**src/rtl/vsim_send_arbiter.sv**
```systemverilog
// Four-requester round-robin arbiter that locks a grant for a whole message and
// feeds a one-entry output buffer toward the VsimSend port.
module vsim_send_arbiter #(
  parameter int WIDTH    = 32,
  parameter int MAXBEATS = 16
) (
  input  logic               CLK,
  input  logic               nRST,
  input  logic [3:0]         req_pend,
  input  logic [3:0]         req_enq__ENA,
  input  logic [4*WIDTH-1:0] req_enq_v,
  input  logic [3:0]         req_enq_last,
  output logic [3:0]         req_enq__RDY,
  output logic               send_enq__ENA,
  output logic [WIDTH-1:0]   send_enq_v,
  output logic               send_enq_last,
  input  logic               send_enq__RDY,
  output logic               busy,
  output logic [1:0]         owner,
  output logic [7:0]         trunc_count
);

  localparam int CW = $clog2(MAXBEATS) + 1;

  typedef enum logic {IDLE = 1'b0, LOCKED = 1'b1} state_t;

  state_t           state_q, state_d;
  logic [1:0]       rr_ptr_q, rr_ptr_d;
  logic [1:0]       owner_q, owner_d;
  logic [CW-1:0]    beat_cnt_q, beat_cnt_d;
  logic             full_q, full_d;
  logic [WIDTH-1:0] data_q, data_d;
  logic             last_q, last_d;
  logic [7:0]       trunc_q, trunc_d;

  logic [WIDTH-1:0] beat_v [4];
  logic             pick_found;
  logic [1:0]       pick_idx;
  logic [1:0]       cand;
  logic             lock_rdy;
  logic             accept;
  logic             owner_last;
  logic             forced;

  for (genvar gi = 0; gi < 4; gi++) begin : g_req
    assign beat_v[gi]       = req_enq_v[gi*WIDTH +: WIDTH];
    assign req_enq__RDY[gi] = (state_q == LOCKED) && (owner_q == 2'(gi)) && lock_rdy;
  end

  // Scan from the farthest offset down so the nearest pending requester wins.
  always_comb begin
    pick_found = 1'b0;
    pick_idx   = rr_ptr_q;
    cand       = rr_ptr_q;
    for (int k = 3; k >= 0; k--) begin
      cand = rr_ptr_q + 2'(k);
      if (req_pend[cand]) begin
        pick_found = 1'b1;
        pick_idx   = cand;
      end
    end
  end

  assign lock_rdy   = !full_q || send_enq__RDY;
  assign accept     = (state_q == LOCKED) && req_enq__ENA[owner_q] && lock_rdy;
  assign owner_last = req_enq_last[owner_q];
  assign forced     = !owner_last && (beat_cnt_q == CW'(MAXBEATS - 1));

  always_comb begin
    state_d    = state_q;
    rr_ptr_d   = rr_ptr_q;
    owner_d    = owner_q;
    beat_cnt_d = beat_cnt_q;
    full_d     = full_q;
    data_d     = data_q;
    last_d     = last_q;
    trunc_d    = trunc_q;

    if (full_q && send_enq__RDY) begin
      full_d = 1'b0;
    end

    case (state_q)
      IDLE: begin
        if (pick_found) begin
          owner_d    = pick_idx;
          beat_cnt_d = '0;
          state_d    = LOCKED;
        end
      end
      LOCKED: begin
        if (accept) begin
          data_d     = beat_v[owner_q];
          last_d     = owner_last || forced;
          full_d     = 1'b1;
          beat_cnt_d = beat_cnt_q + CW'(1);
          if (owner_last || forced) begin
            state_d  = IDLE;
            rr_ptr_d = owner_q + 2'd1;
          end
          if (forced && (trunc_q != 8'hFF)) begin
            trunc_d = trunc_q + 8'd1;
          end
        end
      end
      default: state_d = IDLE;
    endcase
  end

  always_ff @(posedge CLK or negedge nRST) begin
    if (!nRST) begin
      state_q    <= IDLE;
      rr_ptr_q   <= '0;
      owner_q    <= '0;
      beat_cnt_q <= '0;
      full_q     <= 1'b0;
      data_q     <= '0;
      last_q     <= 1'b0;
      trunc_q    <= '0;
    end else begin
      state_q    <= state_d;
      rr_ptr_q   <= rr_ptr_d;
      owner_q    <= owner_d;
      beat_cnt_q <= beat_cnt_d;
      full_q     <= full_d;
      data_q     <= data_d;
      last_q     <= last_d;
      trunc_q    <= trunc_d;
    end
  end

  assign send_enq__ENA = full_q;
  assign send_enq_v    = data_q;
  assign send_enq_last = last_q;
  assign busy          = (state_q == LOCKED);
  assign owner         = owner_q;
  assign trunc_count   = trunc_q;

endmodule

```
**config.mk**
```make
export PLATFORM = sky130hd
export DESIGN_NAME = vsim_send_arbiter
export DESIGN_NICKNAME = d
export VERILOG_FILES = /design/src/rtl/vsim_send_arbiter.sv
export SDC_FILE = /design/constraint.sdc
export NUM_CORES = 1
export LEC_CHECK = 0
export ABC_AREA = 0
export CORE_ASPECT_RATIO = 0.6
export CORE_UTILIZATION = 40
export CTS_CLUSTER_DIAMETER = 200
export CTS_CLUSTER_SIZE = 8
export DETAILED_ROUTE_END_ITERATION = 10
export HOLD_SLACK_MARGIN = 0.06
export PLACE_DENSITY = 0.86
export SLEW_MARGIN = 20
export SYNTH_ARGS = -nofsm -noshare
export SYNTH_HDL_FRONTEND = slang
export SYNTH_SLANG_ARGS = --single-unit
```
**constraint.sdc**
```tcl
create_clock -name CLK -period 4.43 [get_ports CLK]
set_input_delay 0.886 -clock CLK [delete_from_list [all_inputs] [get_ports CLK]]
set_output_delay 0.886 -clock CLK [all_outputs]
set_load 0.05 [all_outputs]
```
# ---- Word-level counts from Yosys, hierarchy flattened
# Index checks and enable logic that the tools add are counted.
# W data, S select, Z words.
dict set report word_totals {
  ff_bits 52
  out_inout_bits 49
  wordCells 85
}
dict set report op_classes {
  add_sub_neg 6
  n_lt_le_gt_ge 6
  eq_ne 7
  muxes 33
  n_bitwise 2
  reduce_logical 23
}
# op count
set ops {}
lappend ops {{$bmux W32 S2} 1}
lappend ops {{$mux W32} 2}
lappend ops {{$mux W1} 16}
lappend ops {{$lt A2 B3 Y1 const B} 5}
lappend ops {{$logic_and A1 B1 Y1} 13}
lappend ops {{$bmux W1 S2} 6}
lappend ops {{$mux W5} 2}
lappend ops {{$pmux W5 S2} 1}
lappend ops {{$add A8 B1 Y8 const B} 1}
lappend ops {{$mux W2} 4}
lappend ops {{$ne A8 B8 Y1 const B} 1}
lappend ops {{$reduce_and A2 Y1} 3}
lappend ops {{$reduce_and A3 Y1} 2}
lappend ops {{$add A5 B1 Y5 const B} 1}
lappend ops {{$eq A5 B4 Y1 const B} 1}
lappend ops {{$add A2 B1 Y2 const B} 2}
lappend ops {{$add A2 B2 Y2 const B} 2}
lappend ops {{$eq A2 B2 Y1 const B} 2}
lappend ops {{$ge A3 B3 Y1 const B} 1}
lappend ops {{$not A2 Y3} 1}
lappend ops {{$eq A2 B1 Y1 const B} 1}
lappend ops {{$logic_not A1 Y1} 2}
lappend ops {{$logic_not A2 Y1} 1}
lappend ops {{$logic_or A1 B1 Y1} 2}
lappend ops {{other kinds (4)} 4}

# ---- Logic depth before layout (Yosys ltp)
dict set report depth {
  depth_word 9
  depth_mapped 7
  depth_no_buf 7
}

# ---- Worst setup path before layout
# Ideal clock, no wire load.
dict set report synth_timing {
  kind {flip-flop to output port}
  startpoint {reg owner_q[0] (netlist: owner[0])}
  endpoint {out req_enq__RDY[0]}
  arrival_ns 2.044
  required_ns 3.544
  setup_slack_ns 1.500
  path_stages_with_launch 6
  path_cell_list {dfrtp_1 -> buf_6 -> buf_1 -> inv_1 -> ha_1 -> and3_1}
}
dict set report synth_via {
  elab_chain_cells 3
}
# element line_no
set synth_rtl {}
lappend synth_rtl {{from (decl)} 29} ;# logic [1:0] owner_q, owner_d;
lappend synth_rtl {{from (signal assigned)} 123} ;# owner_q <= owner_d;
lappend synth_rtl {{$logic_not A2 Y1} 47} ;# assign req_enq__RDY[gi] = (state_q == LOCKED) && (owner_q == 2'(gi)) && lock_rdy;
lappend synth_rtl {{$logic_and A1 B1 Y1 (2 in a row)} 47}
lappend synth_rtl {{to (decl)} 13} ;# output logic [3:0] req_enq__RDY,
# Every way passes these cells.

# ---- Final worst setup path
dict set report layout_timing {
  startpoint {in send_enq__RDY}
  endpoint {out req_enq__RDY[3]}
}
dict set report layout_via {
  elab_chain_cells 2
}
# element line_no
set layout_rtl {}
lappend layout_rtl {{from (decl)} 17} ;# input logic send_enq__RDY,
lappend layout_rtl {{$logic_or A1 B1 Y1} 64} ;# assign lock_rdy = !full_q || send_enq__RDY;
lappend layout_rtl {{$logic_and A1 B1 Y1} 47}
# Every way passes these cells.

==> impl_results.md <==
- Layout filler cell count: 518
- VDD IR-drop max: ~0.31 mV
- Synth cell types: 33
- Period Utilization, post-route: 80.0%
- Cts hold-fix bufs: 0
- Sequential power share: 25.8%
- Antenna Diode Count: 0
- Worst hold slack: 487 ps
- RSZ-0062 raised after global routing: false
- Total routed wirelength: 8550 um
- Power Density: about 650 nW/um^2
- Routed wire length per instance: between 15 and 20 um
- Initial Util: 41.8%
- Total number of vias: roughly 2600
- Relative slew slack: 40.1%
- Residual DRC count: 0
- Crit path max-delay cell type: clkdlybuf4s50_1
- First-pass GRT wire length: 13600 um
- CTS clk-pin slew, worst paths: 60 ps
- Clock latency on the worst-skew pair: 290 ps
- I/O pin cnt: 192
- Congestion Overflow GR: 0
- Critical path class: primary input to primary output
- CTS tree: built
- Fin Setup TNS: 0 ps
- DP HPWL: 6830 um
- Largest net degree at the start of global routing: 53
- CTS H-tree lvls: 2
- Slew Viols, Final: 0
- Syn avg cell area: 14.1 um^2
- Worst-path fanout max: 8
- Post-CTS setup buffer count: 0
- Worst path required time: 3540 ps
- Hold crit path type: register to register
- CP cell instances: clkdlybuf4s50_1 -> nand2b_1 -> and3_1 -> clkdlybuf4s50_1
- Post-synth EDFFs: 0
- Outcome: complete, no violations
- Cell family with most CP delay: buffers and inverters
- DRT antenna net count: 0
- Core area: 7330 um^2
- Ys flop type: dfrtp_1
- Comb power frac: 63.0%
- Chip Width: between 100 and 150 um
- Max stage delay on crit path: 800 ps
- Pint: about 1.9 mW
- CP Capture Type: primary output
- Lkg Pwr: 2.12 nW
- Tmin final: 3540 ps
- # clock sinks: 52
- Area grow syn2layout: 70.4%
- CTS root buf: clkbuf_16
- Clk buf depth: 2
- Vias/cell: 5.18
- Non-Filler Instances: 510
- Fraction of layout cells with a size suffix above 1: approximately 21%
- Hold Vio Cnt, Final: 0
- Row count: 24
- Total track usage: 22.1%
- Worst EP arrival: approximately 2700 ps
- Worst Skew: 6.50 ps
- Cells after Synth: 217
- Cell count after placement: 502
- P_sw: 1.51 mW
- PostCTS Resize Cnt: 0
- Net Sw Frac: 44.4%
- Mapped Area: 3060 um^2
- Most Frequent Cell on Critical Path: clkdlybuf4s50_1
- CP startpoint kind: primary input
- Number of max-cap violations: 0
- FFs w/ async S/R, synth: 100%
- Worst Path Buf+Inv: 2
- Synth Register Bits: 52
- Final net count: approximately 560
- Die area: roughly 8000 um^2
- Worst slew pin tran: 898 ps
- Die Y-Extent: 69.8 um
- Post-synthesis sequential area ratio: 42.5%
- Detailed Routing Iterations Pass 1: 4
- 1st-iter DRT viols: between 70 and 80
- RD Place Congestion: roughly 0.9
- Yosys warnings: 0
- Port-buffer cells: 191
- Vias in the first global route: 2755
- Total CTS buffers: 5
- Post-synth net total: 367
- Final setup vio count: 0
- Initial antenna violation count: 0
- Max Clock Freq: 0.282 GHz
- Clock share of power: roughly 11%
[per-layer routing]
| metal | GRT usage, % | wire (um) | vias to the layer above |
|---|---|---|---|
| li1 | - | - | 1209 |
| met1 | 27.4 | 3500 | 1319 |
| met2 | 38.7 | 4340 | 107 |
| met3 | 6.12 | 654 | 6 |
| met4 | 3.90 | 56 | 0 |
| met5 | 0 | 0 | - |
[cells by family after synthesis]
group / Yosys count / synth area share [%]
buf+inv: 22 / 3.18
compound gates: 15 / 3.51
flops: 52 / 42.5
simple gates: 43 / 7.31
xor+xnor: 9 / 2.57
fa+ha+maj: 7 / 2.86
mux: 69 / 38.1
[flip-flops by register name, indices dropped and copies added (netlist names)]
signal	count
send_enq_last	1
busy	1
send_enq__ENA	1
trunc_count	8
beat_cnt_q	5
send_enq_v	32
owner	2
rr_ptr_q	2
[worst paths after layout]
| kind | from | end | slack (ps) | cells past startpoint |
|---|---|---|---|---|
| setup / recovery | send_enq__RDY | req_enq__RDY[3] | 890 | 4 |
| hold / removal | send_enq_last$_DFFE_PN0P_ | send_enq_last$_DFFE_PN0P_ | 490 | 2 |
| setup reg to reg | owner[1]$_DFFE_PN0P_ | rr_ptr_q[1]$_DFFE_PN0P_ | 1770 | 5 |
| hold reg to reg | send_enq_last$_DFFE_PN0P_ | send_enq_last$_DFFE_PN0P_ | 490 | 2 |
| max in group asynchronous | nRST | owner[1]$_DFFE_PN0P_ | 3240 | 2 |
| min in group asynchronous | nRST | send_enq__ENA$_DFF_PN0_ | 710 | 2 |
[power by group through the flow]
stage / clock network, mW / registers [mW] / logic [mW]
after floorplan: 0 / 1.40 / 0.948
after global placement: 0 / 0.874 / 2.13
after detailed placement: 0 / 0.888 / 2.17
after CTS: 0.391 / 0.881 / 2.17
after global routing: 0.418 / 0.913 / 2.27
final: 0.381 / 0.879 / 2.15
[cells in the mapped netlist, drive strengths merged (2+ instances only)]
master / instances / share of area (%)
nand3: 7 / 1.1
clkbuf: 3 / 0.37
and3: 8 / 1.6
or2: 2 / 0.49
nor2b: 2 / 0.41
ha: 7 / 2.9
mux2: 35 / 13
o21ai: 7 / 1.1
nand2: 7 / 0.86
nand4: 2 / 0.41
mux4: 34 / 25
inv: 8 / 0.98
buf: 11 / 1.8
nor3: 5 / 0.82
xor2: 8 / 2.3
dfrtp: 52 / 42
nor2: 6 / 0.73
nor4: 3 / 0.61
[layout make-up]
type | count | area (um^2) | area share (%)
clock buffer | 6 | 139 | 2.66
clock inverter | 2 | 10.0 | 0.192
inverter | 8 | 30.0 | 0.575
multi-input combinational | 143 | 1670 | 32.0
sequential | 52 | 1300 | 25.0
tap | 104 | 130 | 2.49
timing repair buffer | 195 | 1940 | 37.1
[cell usage in the layout (no fill, tap or decap), types with 2 or more instances in the layout]
master	n
clkdlybuf4s50_1	190
buf_4	4
nand4_1	2
clkbuf_16	5
nor2b_1	2
nor2_1	6
nor4_1	3
dfrtp_1	50
nand3_1	6
nor3_1	5
o21ai_0	7
clkinv_2	2
xor2_1	8
and3_1	8
nand2_1	7
ha_1	7
mux2_2	34
inv_1	8
dfrtp_2	2
mux4_2	33
[worst min-delay path: cells and delay by family, from the launching register on]
family	cells	cell delay [ps]
flip-flops	1	340
AND/OR/NAND/NOR	2	110
[stage by stage]
stage	area (um^2)	utilization, %	setup slack (ps)	total power [mW]
final	5220	71.2	888	3.41
after detailed placement	5070	69.2	884	3.06
after global routing	5220	71.2	813	3.60
after global placement	5070	69.2	927	3.00
after floorplan	3060	-	1500	2.35
after CTS	5220	71.2	884	3.45
Power figures use the tool's default switching activity.
